File: config.mk
export PLATFORM = sky130hd
export DESIGN_NAME = oam_dma_engine
export DESIGN_NICKNAME = d
export VERILOG_FILES = /design/src/rtl/oam_dma_engine_pkg.sv /design/src/rtl/oam_dma_engine.sv
export SDC_FILE = /design/constraint.sdc
export NUM_CORES = 1
export LEC_CHECK = 0
export CAP_MARGIN = 10
export CORE_UTILIZATION = 30
export CTS_CLUSTER_SIZE = 12
export DETAILED_ROUTE_END_ITERATION = 7
export GPL_TIMING_DRIVEN = 1
export HOLD_SLACK_MARGIN = 0.06
export PLACE_DENSITY = 0.57
export SETUP_SLACK_MARGIN = 0.05
export SLEW_MARGIN = 30
export SYNTH_ARGS = -nofsm -noshare
export SYNTH_HDL_FRONTEND = slang
export SYNTH_SLANG_ARGS = --single-unit
export TNS_END_PERCENT = 30
File: constraint.sdc
create_clock -name clock -period 3.6 [get_ports clock]
set_clock_uncertainty 0.15 [all_clocks]
set_input_delay 1.08 -clock clock [delete_from_list [all_inputs] [get_ports clock]]
set_output_delay 1.08 -clock clock [all_outputs]
set_load 0.03 [all_outputs]
File: src/rtl/oam_dma_engine_pkg.sv
// oam_dma_engine_pkg: shared CPU-bus state type and register addresses for OAM DMA
package oam_dma_engine_pkg;
    typedef enum logic [2:0] {
        DMA_IDLE  = 3'd0,
        DMA_HALT  = 3'd1,
        DMA_ALIGN = 3'd2,
        DMA_READ  = 3'd3,
        DMA_WRITE = 3'd4
    } dma_state_t;
    localparam logic [15:0] OAMDMA_ADDR  = 16'h4014;
    localparam logic [15:0] OAMDATA_ADDR = 16'h2004;
endpackage

File: src/rtl/oam_dma_engine.sv
// oam_dma_engine: stalls the CPU on a $4014 write and copies one page to OAMDATA
module oam_dma_engine #(
    parameter logic [15:0] DMA_REG_ADDR = oam_dma_engine_pkg::OAMDMA_ADDR,
    parameter logic [15:0] OAMDATA_ADDR = oam_dma_engine_pkg::OAMDATA_ADDR,
    parameter logic [15:0] DUMMY_ADDR   = 16'h0000
) (
    input  logic        clock,
    input  logic        reset_n,
    input  logic        clock_en,
    input  logic [15:0] cpu_addr,
    input  logic        cpu_r_en,
    input  logic [7:0]  cpu_w_data,
    input  logic [7:0]  mem_r_data,
    output logic [15:0] mem_addr,
    output logic        mem_r_en,
    output logic [7:0]  mem_w_data,
    output logic        cpu_stall,
    output logic        dma_active
);
    import oam_dma_engine_pkg::*;
    dma_state_t state;
    logic [7:0] page;
    logic [7:0] idx;
    logic [7:0] data_buf;
    logic       cycle_odd;
    logic       trigger;
    assign trigger = (cpu_addr == DMA_REG_ADDR) && !cpu_r_en;
    always_ff @(posedge clock or negedge reset_n) begin
        if (!reset_n) begin
            state     <= DMA_IDLE;
            page      <= 8'h00;
            idx       <= 8'h00;
            data_buf  <= 8'h00;
            cycle_odd <= 1'b0;
        end else if (clock_en) begin
            cycle_odd <= ~cycle_odd;
            case (state)
                DMA_IDLE: if (trigger) begin
                    page  <= cpu_w_data;
                    idx   <= 8'h00;
                    state <= DMA_HALT;
                end
                DMA_HALT:  state <= cycle_odd ? DMA_ALIGN : DMA_READ;
                DMA_ALIGN: state <= DMA_READ;
                DMA_READ:  state <= DMA_WRITE;
                DMA_WRITE: begin
                    data_buf <= mem_r_data;
                    if (idx == 8'hFF) state <= DMA_IDLE;
                    else begin
                        idx   <= idx + 8'd1;
                        state <= DMA_READ;
                    end
                end
                default: state <= DMA_IDLE;
            endcase
        end
    end
    // Read cycles park the last copied byte on the write bus instead of leaking CPU data
    always_comb begin
        mem_addr   = cpu_addr;
        mem_r_en   = cpu_r_en;
        mem_w_data = cpu_w_data;
        cpu_stall  = 1'b1;
        case (state)
            DMA_IDLE: cpu_stall = 1'b0;
            DMA_HALT, DMA_ALIGN: begin
                mem_addr   = DUMMY_ADDR;
                mem_r_en   = 1'b1;
                mem_w_data = data_buf;
            end
            DMA_READ: begin
                mem_addr   = {page, idx};
                mem_r_en   = 1'b1;
                mem_w_data = data_buf;
            end
            DMA_WRITE: begin
                mem_addr   = OAMDATA_ADDR;
                mem_r_en   = 1'b0;
                mem_w_data = mem_r_data;
            end
            default: cpu_stall = 1'b0;
        endcase
    end
    assign dma_active = cpu_stall;
endmodule

Word level (Yosys, flattened, before mapping). Cells that the tools add are included.

Input bits: 36. Flip-flop bits (word level): 28. Logic and storage cells: 37. Output and inout port bits: 27.

Add/sub/neg operators: 1. Equal/unequal tests: 8. Reduce and logical (&&, ||, !) cells: 11. Mux-type cells: 11. Bitwise operators: 1.

Operators by type and width (count): $pmux W16 S3 (1); $pmux W8 S2 (2); $eq A16 B15 Y1 const B (1); $mux W8 (2); $pmux W3 S5 (1); $add A8 B1 Y8 const B (1); $eq A8 B8 Y1 const B (1); $eq A3 B2 Y1 const B (2); $ne A2 B2 Y1 const B (2); $reduce_and A2 Y1 (2); $reduce_and A4 Y1 (1); $reduce_or A4 Y1 (1); $eq A3 B1 Y1 const B (1); $eq A3 B3 Y1 const B (1); $logic_not A3 Y1 (1); $mux W3 (1); $reduce_and A3 Y1 (1); $reduce_or A3 Y1 (1); $mux W1 (2); $mux W2 (1); $pmux W1 S2 (1); $reduce_bool A2 Y1 (1); $reduce_or A2 Y1 (1); $logic_and A1 B1 Y1 (1); 2 further kinds (2).

Logic depth before layout (Yosys ltp). Gate-level depths: netlist (run 1).

Depth in word-level cells: 4. Depth in mapped cells: 7. Gate-level depth less buffers: 6.

Worst setup path before layout (run 1). No wires, ideal clock.

Path type: register to output. From: reg state[2]. To: out dma_active. Required time: 2.370 ns. Setup slack: 0.518 ns. Arrival time: 1.852 ns. Buffers on the path: 4. Stages on the path, launching flop included: 6. Cell sequence: dfrtp_1 -> clkbuf_1 -> clkbuf_1 -> buf_1 -> xnor2_1 -> buf_4.

Longest elaborated chain between the ends: 3. Elaborated cells on any way between the ends: 6. Those cells by class: 4 x eq/ne; 1 x mux; 1 x reduce/logical.

RTL lines: from (decl) (RTL line oam_dma_engine.sv:21) `dma_state_t state;`; from (signal assigned) (RTL line oam_dma_engine.sv:43) `DMA_HALT: state <= cycle_odd ? DMA_ALIGN : DMA_READ;`; $eq A3 B3 Y1 (tied with other cells) (RTL line oam_dma_engine.sv:64) `case (state)`; $reduce_or A4 Y1 (no line) *; $mux W1 * (RTL line oam_dma_engine.sv:64); to (decl) (RTL line oam_dma_engine.sv:18) `output logic dma_active`.

Mark *: on every way between the ends. The rest lies on a longest branch, timed or not.

Worst setup path in the final report (run 1).
From: in cpu_addr[9]. To: out mem_addr[9].

Longest elaborated chain between the ends: 1.

RTL lines: from (decl) (RTL line oam_dma_engine.sv:10) `input logic [15:0] cpu_addr,`; $pmux W16 S3 (RTL line oam_dma_engine.sv:64); to (decl) (RTL line oam_dma_engine.sv:14) `output logic [15:0] mem_addr,`.

No other way between the ends.

==> results of run 1 <==
==> sequential cells by signal, indices dropped and copies added (netlist names) <==
signal,count
cycle_odd,1
data_buf,8
state,3
page,8
idx,8
==> final timing paths <==
path | slack [ns] | cells past startpoint | endpoint
max | 0.18 | 4 | mem_addr[9]
min | 0.33 | 2 | data_buf[6]
max reg2reg | 1.41 | 7 | state[0]
min reg2reg | 0.33 | 2 | data_buf[6]
max in group asynchronous | 1.98 | 2 | state[2]
min in group asynchronous | 1.02 | 2 | cycle_odd
==> report_power, final <==
part,switching (mW),leakage [nW],internal (mW)
Combinational,0.975,0.862,0.647
Sequential,0.0991,0.370,0.395
Clock,0.105,0.0288,0.0980
Total,1.18,1.26,1.14
==> cells by family (layout without fill, tap and decap cells) <==
| group | after synthesis | in the layout | synth area share |
|---|---|---|---|
| buffers and inverters | 22 | 85 | 0.04458 |
| AO/OA/AOI/OAI | 68 | 68 | 0.2554 |
| AND/OR/NAND/NOR | 109 | 109 | 0.2720 |
| XOR/XNOR | 2 | 2 | 0.008919 |
| flip-flops | 28 | 28 | 0.3567 |
| adder cells (fa/ha/maj) | 2 | 2 | 0.01146 |
| multiplexers | 9 | 9 | 0.05095 |
==> cells in the final DEF, fill, tap and decap left out, types with 3 or more instances in the layout <==
cell type	count
a31oi_1	9
dfrtp_1	28
and3_1	11
a22o_1	28
nand2_1	64
clkdlybuf4s50_1	35
o31ai_1	4
mux2_2	5
nor2_1	6
clkbuf_8	4
mux2_1	3
nand3_1	13
a21oi_1	6
buf_4	43
o21ai_0	11
==> metal layers <==
| layer | vias to the layer above | GRT usage | wire [um] |
|---|---|---|---|
| met4 | 0 | 0.04859 | 58 |
| li1 | 1003 | - | - |
| met5 | - | 0 | 0 |
| met3 | 5 | 0.01491 | 324 |
| met1 | 970 | 0.2700 | 2914 |
| met2 | 65 | 0.2712 | 2638 |
==> area by class of cell <==
class	count	area, um2
Clock buffer	4	55.05
Fill cell	655	3616
Inverter	1	3.754
Multi-Input combinational cell	190	1176
Sequential cell	28	700.7
Tap cell	77	96.34
Timing Repair Buffer	80	701.9
==> worst reg2reg max path, cell delays in order (launching register included) <==
cell and delay (ns):
dfrtp_1 0.35, buf_4 0.25, nor2_1 0.10, buf_4 0.17
and3_1 0.20, a31oi_2 0.43, o32ai_1 0.17, a211o_1 0.29
==> through the flow <==
stage	setup TNS, ns	power, mW	area (um2)	std cells
floorplan	0	1.534	1964	240
global placement	-0.04479	2.123	2680	376
detailed placement	-0.06093	2.135	2680	376
CTS	0	2.340	2734	380
global route	0	2.497	2734	380
finish	0	2.318	2734	380
==> flow_metrics.tcl, run 1 <==
set metrics [dict create \
    status "finished with violations" \
    violations "DRC" \
    syn_inst 240 \
    cts_buffers 3 \
    yosys_register_bits 28 \
    yosysTopAreaCell "dfrtp_1" \
    root_buffer "clkbuf_8" \
    initial_core_util 0.3094 \
    worst_hold_path_type "reg -> reg" \
    synth-edff-count 0 \
    routabilityCongestion 0.8370 \
    criticalPathCategory "in -> out" \
    ant_nets 0 \
    ys_types 43 \
    nNetsFinal 341 \
    fmax_mhz 292.3 \
    grt_pass1_wl_mm 9.942 \
    final_hold_viol_count 0 \
    period_needed_ns 3.421 \
    vias 2043 \
    cts_max_path_buffers 2 \
    grt_use_total 0.1782 \
    antenna_found_initial 0 \
    gr-total-overflow 0 \
    cts_max_level 1 \
    layout-drive-gt1-share 0.1947 \
    p_per_area_nw_per_um2 847.8 \
    seq_area_frac_synth 0.3567 \
    chipHeight_um 82.92 \
    power_leakage_nw 1.260 \
    setup_violations 0 \
    drc 4 \
    hpwl_mm 4.305 \
    fin_ws_ns 0.1789 \
    viasPerCell 5.376 \
    cpLargestDelayFamily "buffers and inverters" \
    routed_wl_mm 5.936 \
    synth_area_leaders "dfrtp_1 36%, a22o_1 12%, nand2_1 12%" \
    cts_resized 1 \
    max_stage_delay_ns 0.49 \
    ctsHoldBuffers 0 \
    syn_avg_cell_area_um2 8.185 \
    clkTransAtPathRegs_ns 0.10 \
    io_buffers 62 \
    cts_tree "built" \
    crit_chain "clkdlybuf4s50_1 -> a22o_1 -> a22o_1 -> buf_4" \
    row_count 29 \
    required_ns 2.37 \
    ys.flop_type "dfrtp_1" \
    cp-end-kind "primary output" \
    critical_path_arrival_ns 2.19 \
    worstSetupStartpointType "input pin" \
    drv_cap 0 \
    slew_viol_final 0 \
    synth_area_um2 1964 \
    synth_nets 277 \
    cts_setup_buffers 0 \
    dieArea_um2 6876 \
    first_pass_iters 6 \
    hp-start "data_buf[6]" \
    worst_pin_slew_ns 0.5047 \
    cp_max_fo 3 \
    cts_sinks 28 \
    synthArstFlopShare 1.000 \
    place_ws_ns -0.06093 \
    grt_pass1_vias 1896 \
    ys_warn_count 0 \
    clock_latency_ns 0.28 \
    rsz0062_at_grt "false" \
    fin_crit_sh 0.9503 \
    critPathSlowestCell "clkdlybuf4s50_1" \
    grt_max_degree 29 \
    vdd_drop_max_v 0.0005536 \
    relSlewSlack 0.6625 \
    drtIter0Drc 154 \
    synth_most_common_cell "nand2_1" \
    die_x_um 82.92 \
    synth_top_area_share 0.3567 \
    hold_ws_ns 0.3350 \
    boundaryPins 63 \
    r2r-start "state[1]" \
    diodes 0 \
    wl_per_cell_um 15.62 \
    startpoint "cpu_addr[9]" \
    synth_common_cells "64 x nand2_1, 28 x a22o_1, 28 x dfrtp_1" \
    path_buf_inv 2 \
    cp_common_cell "a22o_1" \
    core_um2 6350 \
    fin_util 0.4305 \
    area_growth_pct 39.17 \
]
Note: power is estimated with default switching activity, not from simulation.
==> run 2: changes to the inputs <==
==> constraint.sdc (replaced) <==
create_clock -name clock -period 4 [get_ports clock]
set_clock_uncertainty 0.15 [all_clocks]
set_input_delay 1.2 -clock clock [delete_from_list [all_inputs] [get_ports clock]]
set_output_delay 1.2 -clock clock [all_outputs]
set_load 0.03 [all_outputs]
==> run 2 against run 1 <==
Net effect:
- the run still ends with DRC left
- die area unchanged
- final area down 2.2%
- register-to-register slack better by 0.22 ns
- first-iteration DRC count down 7.8%
- routed wire length down 1.3%
- via count down 1.9%
==> flow_metrics.tcl, run 2 (same netlist as run 1, synthesis figures left out) <==
set metrics [dict create \
    hpwl_mm 4.080 \
    whs_path_depth 1 \
    routabilityCongestion 0.7811 \
    vias 2004 \
    gr-total-overflow 0 \
    io_buffers 62 \
    dpl.cell_count 369 \
    root_buffer "clkbuf_8" \
    antenna_found_initial 0 \
    place_ws_ns 0.09363 \
    nNetsFinal 334 \
    cp_max_fo 2 \
    initial_core_util 0.3094 \
    critPathSlowestCell "clkdlybuf4s50_1" \
    cts_setup_buffers 0 \
    fin_setup_tns_ns 0 \
    fin_area_um2 2675 \
    crit_chain "clkdlybuf4s50_1 -> maj3_1 -> clkdlybuf4s50_1" \
    boundaryPins 63 \
    chipHeight_um 82.92 \
    setup_violations 0 \
    cp_common_cell "clkdlybuf4s50_1" \
    ctsHoldBuffers 0 \
    final_cell_mix "64 x nand2_1, 38 x clkdlybuf4s50_1, 35 x buf_4" \
    layout-drive-gt1-share 0.1689 \
    row_count 29 \
    drtIter0Drc 142 \
    p_per_area_nw_per_um2 773.0 \
    vdd_drop_max_v 0.0005749 \
    path_buf_inv 2 \
    critical_path_arrival_ns 2.55 \
    violations "DRC" \
    rsz0062_at_grt "false" \
    layout_commonest_cell "nand2_1" \
    worstSetupStartpointType "input pin" \
    hp-start "cycle_odd" \
    grt_max_degree 29 \
    fmax_mhz 256.5 \
    routed_wl_mm 5.860 \
    fin_ws_ns 0.1011 \
    r2r-start "state[1]" \
    cp-end-kind "primary output" \
    stdcell_count 373 \
    r2r_end "idx[5]" \
    gr-usage-met1 0.2525 \
    reg.largest.list "data_buf x8, idx x8, page x8" \
    relSlewSlack 0.5603 \
    grt_use_total 0.1711 \
    grt_pass1_wl_mm 9.694 \
    hold_ws_ns 0.3312 \
    area_growth_pct 36.18 \
    fin_util 0.4213 \
    die_x_um 82.92 \
    busiest_layer "met2" \
    gr-usage-met3 0.01889 \
    cts_max_path_buffers 2 \
    power_leakage_nw 1.222 \
    first_pass_iters 7 \
    max_stage_delay_ns 0.60 \
    cpLargestDelayFamily "buffers and inverters" \
    drc 3 \
    worst_pin_slew_ns 0.6577 \
    rr_worst_depth 7 \
    diodes 0 \
    status "finished with violations" \
    required_ns 2.65 \
    clkTransAtPathRegs_ns 0.11 \
    grt_pass1_vias 1878 \
    core_um2 6350 \
    cts_max_level 1 \
    criticalPathCategory "in -> out" \
    slew_viol_final 0 \
    viasPerCell 5.373 \
    cts_sinks 28 \
    total_power_mw 2.068 \
    grtUsageMet2 0.2690 \
    placed_cell_area_um2 2620 \
    worst_hold_path_type "reg -> reg" \
    cts_tree "built" \
    fin_crit_sh 0.9747 \
    cts_resized 0 \
    drv_cap 0 \
    cts_buffers 3 \
    period_needed_ns 3.899 \
    clock_latency_ns 0.28 \
    reg2reg_slack_ns 1.63 \
    ant_nets 0 \
    wl_per_cell_um 15.71 \
    final_hold_viol_count 0 \
    dieArea_um2 6876 \
    holdPathEnd "cycle_odd" \
]
## run 2: per-layer routing
metal / part of all wire / vias up
li1: - / 987
met1: 0.52 / 959
met2: 0.43 / 54
met3: 0.041 / 4
met4: 0.0082 / 0
met5: 0 / -
## run 2: cell type report
class,count,area [um2]
multi-input combinational,190,1176
timing repair buffer,73,643.1
fill,644,3675
clock buffer,4,55.05
tap,77,96.34
inverter,1,3.754
sequential,28,700.7
## run 2: report_power, final
part | switching, mW | internal, mW
Clock | 0.0955 | 0.0883
Combinational | 0.890 | 0.566
Sequential | 0.0726 | 0.355
## run 2: worst max path at each step
stage | cells past startpoint | startpoint | endpoint | slack [ns]
floorplan | 3 | cpu_w_data[0] | mem_w_data[0] | 0.72
global placement | 3 | cpu_r_en | mem_r_en | 0.11
detailed placement | 3 | cpu_r_en | mem_r_en | 0.09
CTS | 3 | cpu_r_en | mem_r_en | 0.09
global route | 3 | cpu_r_en | mem_r_en | 0.06
finish | 3 | cpu_r_en | mem_r_en | 0.10
==> run 3: changes to the inputs <==
--- a/config.mk
+++ b/config.mk
@@ -5,15 +5,15 @@
 export SDC_FILE = /design/constraint.sdc
 export NUM_CORES = 1
 export LEC_CHECK = 0
+export ABC_AREA = 1
 export CAP_MARGIN = 10
 export CORE_UTILIZATION = 30
 export CTS_CLUSTER_SIZE = 12
 export DETAILED_ROUTE_END_ITERATION = 7
 export GPL_TIMING_DRIVEN = 1
 export HOLD_SLACK_MARGIN = 0.06
-export PLACE_DENSITY = 0.57
+export PLACE_DENSITY = 0.59
 export SETUP_SLACK_MARGIN = 0.05
-export SLEW_MARGIN = 30
 export SYNTH_ARGS = -nofsm -noshare
 export SYNTH_HDL_FRONTEND = slang
 export SYNTH_SLANG_ARGS = --single-unit
==> run 3 against run 2 <==
Net effect:
- critical endpoint is now mem_addr[12]
- hold slack got worse by 0.0066 ns
- the flow now finishes without violations
- clock power decreased by 16%
- register-to-register slack better by 0.58 ns
- die area fell by 12%
- global-route usage up 0.16 points
- first-iteration DRC count fell by 11%
- largest power group unchanged
- core utilization increased by 1.5 points
==> flow_metrics.tcl, run 3 <==
set metrics [dict create \
    status "completed" \
    cts_resized 0 \
    cp_max_fo 2 \
    final_cell_mix "85 x nand2_1, 43 x clkdlybuf4s50_1, 32 x inv_1" \
    synth_top_area_share 0.4055 \
    synth_compound_area_frac 0.1673 \
    yosysTopAreaCell "dfrtp_1" \
    total_power_mw 1.732 \
    r2r-start "idx[0]" \
    io_buffers 62 \
    slew_viol_final 0 \
    reg2reg_slack_ns 2.21 \
    fin_setup_tns_ns 0 \
    first_pass_iters 5 \
    p_per_area_nw_per_um2 716.3 \
    vias 1782 \
    ant_nets 0 \
    ys_warn_count 0 \
    r2r_end "idx[3]" \
    multiInputGateArea_um2 852.1 \
    reg.largest.list "data_buf x8, idx x8, page x8" \
    drc 0 \
    clkTransAtPathRegs_ns 0.09 \
    root_buffer "clkbuf_8" \
    die_x_um 77.89 \
    required_ns 2.65 \
    fin_crit_sh 0.9655 \
    gr-total-overflow 0 \
    synth_area_um2 1728 \
    antenna_found_initial 0 \
    grt_max_degree 29 \
    synth_nets 287 \
    cts_buffers 3 \
    diodes 0 \
    cts_sinks 28 \
    synth_common_cells "85 x nand2_1, 32 x inv_1, 28 x dfrtp_1, 28 x o21ai_0, 19 x nor2_1" \
    synthAdderAreaFrac 0.007241 \
    synthArstFlopShare 1.000 \
    cts_tree "built" \
    area.sequential_um2 700.7 \
    hpwl_mm 3.704 \
    criticalPathCategory "in -> out" \
    vdd_drop_max_v 0.0004000 \
    startpoint "cpu_addr[12]" \
    core_um2 5540 \
    synthMuxAreaShare 0 \
    worst_hold_path_type "reg -> reg" \
    relSlewSlack 0.7002 \
    yosys_register_bits 28 \
    cts_max_level 1 \
    ys_types 24 \
    row_count 27 \
    syn_inst 250 \
    rr_worst_depth 9 \
    seq_area_frac_synth 0.4055 \
    grt_pass1_vias 1647 \
    syn_avg_cell_area_um2 6.912 \
    holdPathEnd "cycle_odd" \
    layout_commonest_cell "nand2_1" \
    synth-edff-count 0 \
    dieArea_um2 6067 \
    synth_most_common_cell "nand2_1" \
    whs_path_depth 1 \
    boundaryPins 63 \
    routed_wl_mm 4.943 \
    dpl.cell_count 379 \
    viasPerCell 4.665 \
    nNetsFinal 349 \
    routabilityCongestion 0.7971 \
    yosys.area_share.simple 0.3135 \
    fin_ws_ns 0.1382 \
    grt_use_total 0.1727 \
    clock_latency_ns 0.27 \
    place_ws_ns 0.1361 \
    cts_max_path_buffers 2 \
    synth_area_leaders "dfrtp_1 41%, nand2_1 18%, o21ai_0 8.1%" \
    synth-xor-area-share 0.005069 \
    critical_path_arrival_ns 2.51 \
    initial_core_util 0.3119 \
    hp-start "cycle_odd" \
    cp-end-kind "primary output" \
    setup_violations 0 \
    grt_pass1_wl_mm 8.183 \
    stdcell_count 382 \
    cts_setup_buffers 0 \
    rsz0062_at_grt "false" \
    period_needed_ns 3.862 \
    worstSetupStartpointType "input pin" \
    worst_pin_slew_ns 0.4485 \
    fmax_mhz 258.9 \
    layout-drive-gt1-share 0.1161 \
    power_leakage_nw 1.149 \
    drv_cap 0 \
    area_growth_pct 39.97 \
    ys.flop_type "dfrtp_1" \
    wl_per_cell_um 12.94 \
    fillers 599 \
    final_hold_viol_count 0 \
    ctsHoldBuffers 0 \
    drtIter0Drc 127 \
    chipHeight_um 77.89 \
    synth_top_family_by_area "simple AND/OR/NAND/NOR gates" \
]
[run 3: worst max-delay path by stage]
| stage | to | slack, ns | cells after the start |
|---|---|---|---|
| after floorplan | mem_addr[13] | 0.88 | 2 |
| after global placement | mem_addr[10] | 0.15 | 4 |
| after detailed placement | mem_addr[10] | 0.14 | 4 |
| after CTS | mem_addr[9] | 0.14 | 4 |
| after global routing | mem_addr[8] | 0.08 | 4 |
| final | mem_addr[12] | 0.14 | 4 |
[run 3: kinds of logic after synthesis]
group,Yosys count
compound gates,49
xor+xnor,1
flops,28
simple gates,128
fa+ha+maj,1
buf+inv,43
[run 3: cell type report]
cell class	count	share of cell area
Multi-Input combinational cell	179	0.3523
Clock buffer	3	0.01707
Inverter	33	0.05122
Tap cell	72	0.03725
Timing Repair Buffer	67	0.2525
Sequential cell	28	0.2897
[run 3: routing by layer]
metal	track usage	wire length [um]	vias to the layer above	share of wire
met4	0.05000	50	0	0.010
met1	0.2451	2329	805	0.47
met5	0	0	-	0
li1	-	-	921	-
met2	0.2690	2353	52	0.48
met3	0.02824	210	4	0.042
[run 3: where the power goes]
group	switching [mW]	internal, mW
logic	0.778	0.433
clock network	0.0861	0.0677
registers	0.0312	0.337
total	0.895	0.837
[run 3: critical path: stages]
cell and delay [ns]:
clkdlybuf4s50_1 0.48, nand2_1 0.05, o21ai_0 0.08, clkdlybuf4s50_1 0.70
[run 3: stage by stage]
stage / hold WS [ns] / util / area (um2)
detailed placement: 0.3077 / 0.4291 / 2377
floorplan: 0.2920 / - / 1728
global placement: 0.3085 / 0.4291 / 2377
global route: 0.3406 / 0.4365 / 2419
CTS: 0.3235 / 0.4365 / 2419
finish: 0.3245 / 0.4365 / 2419
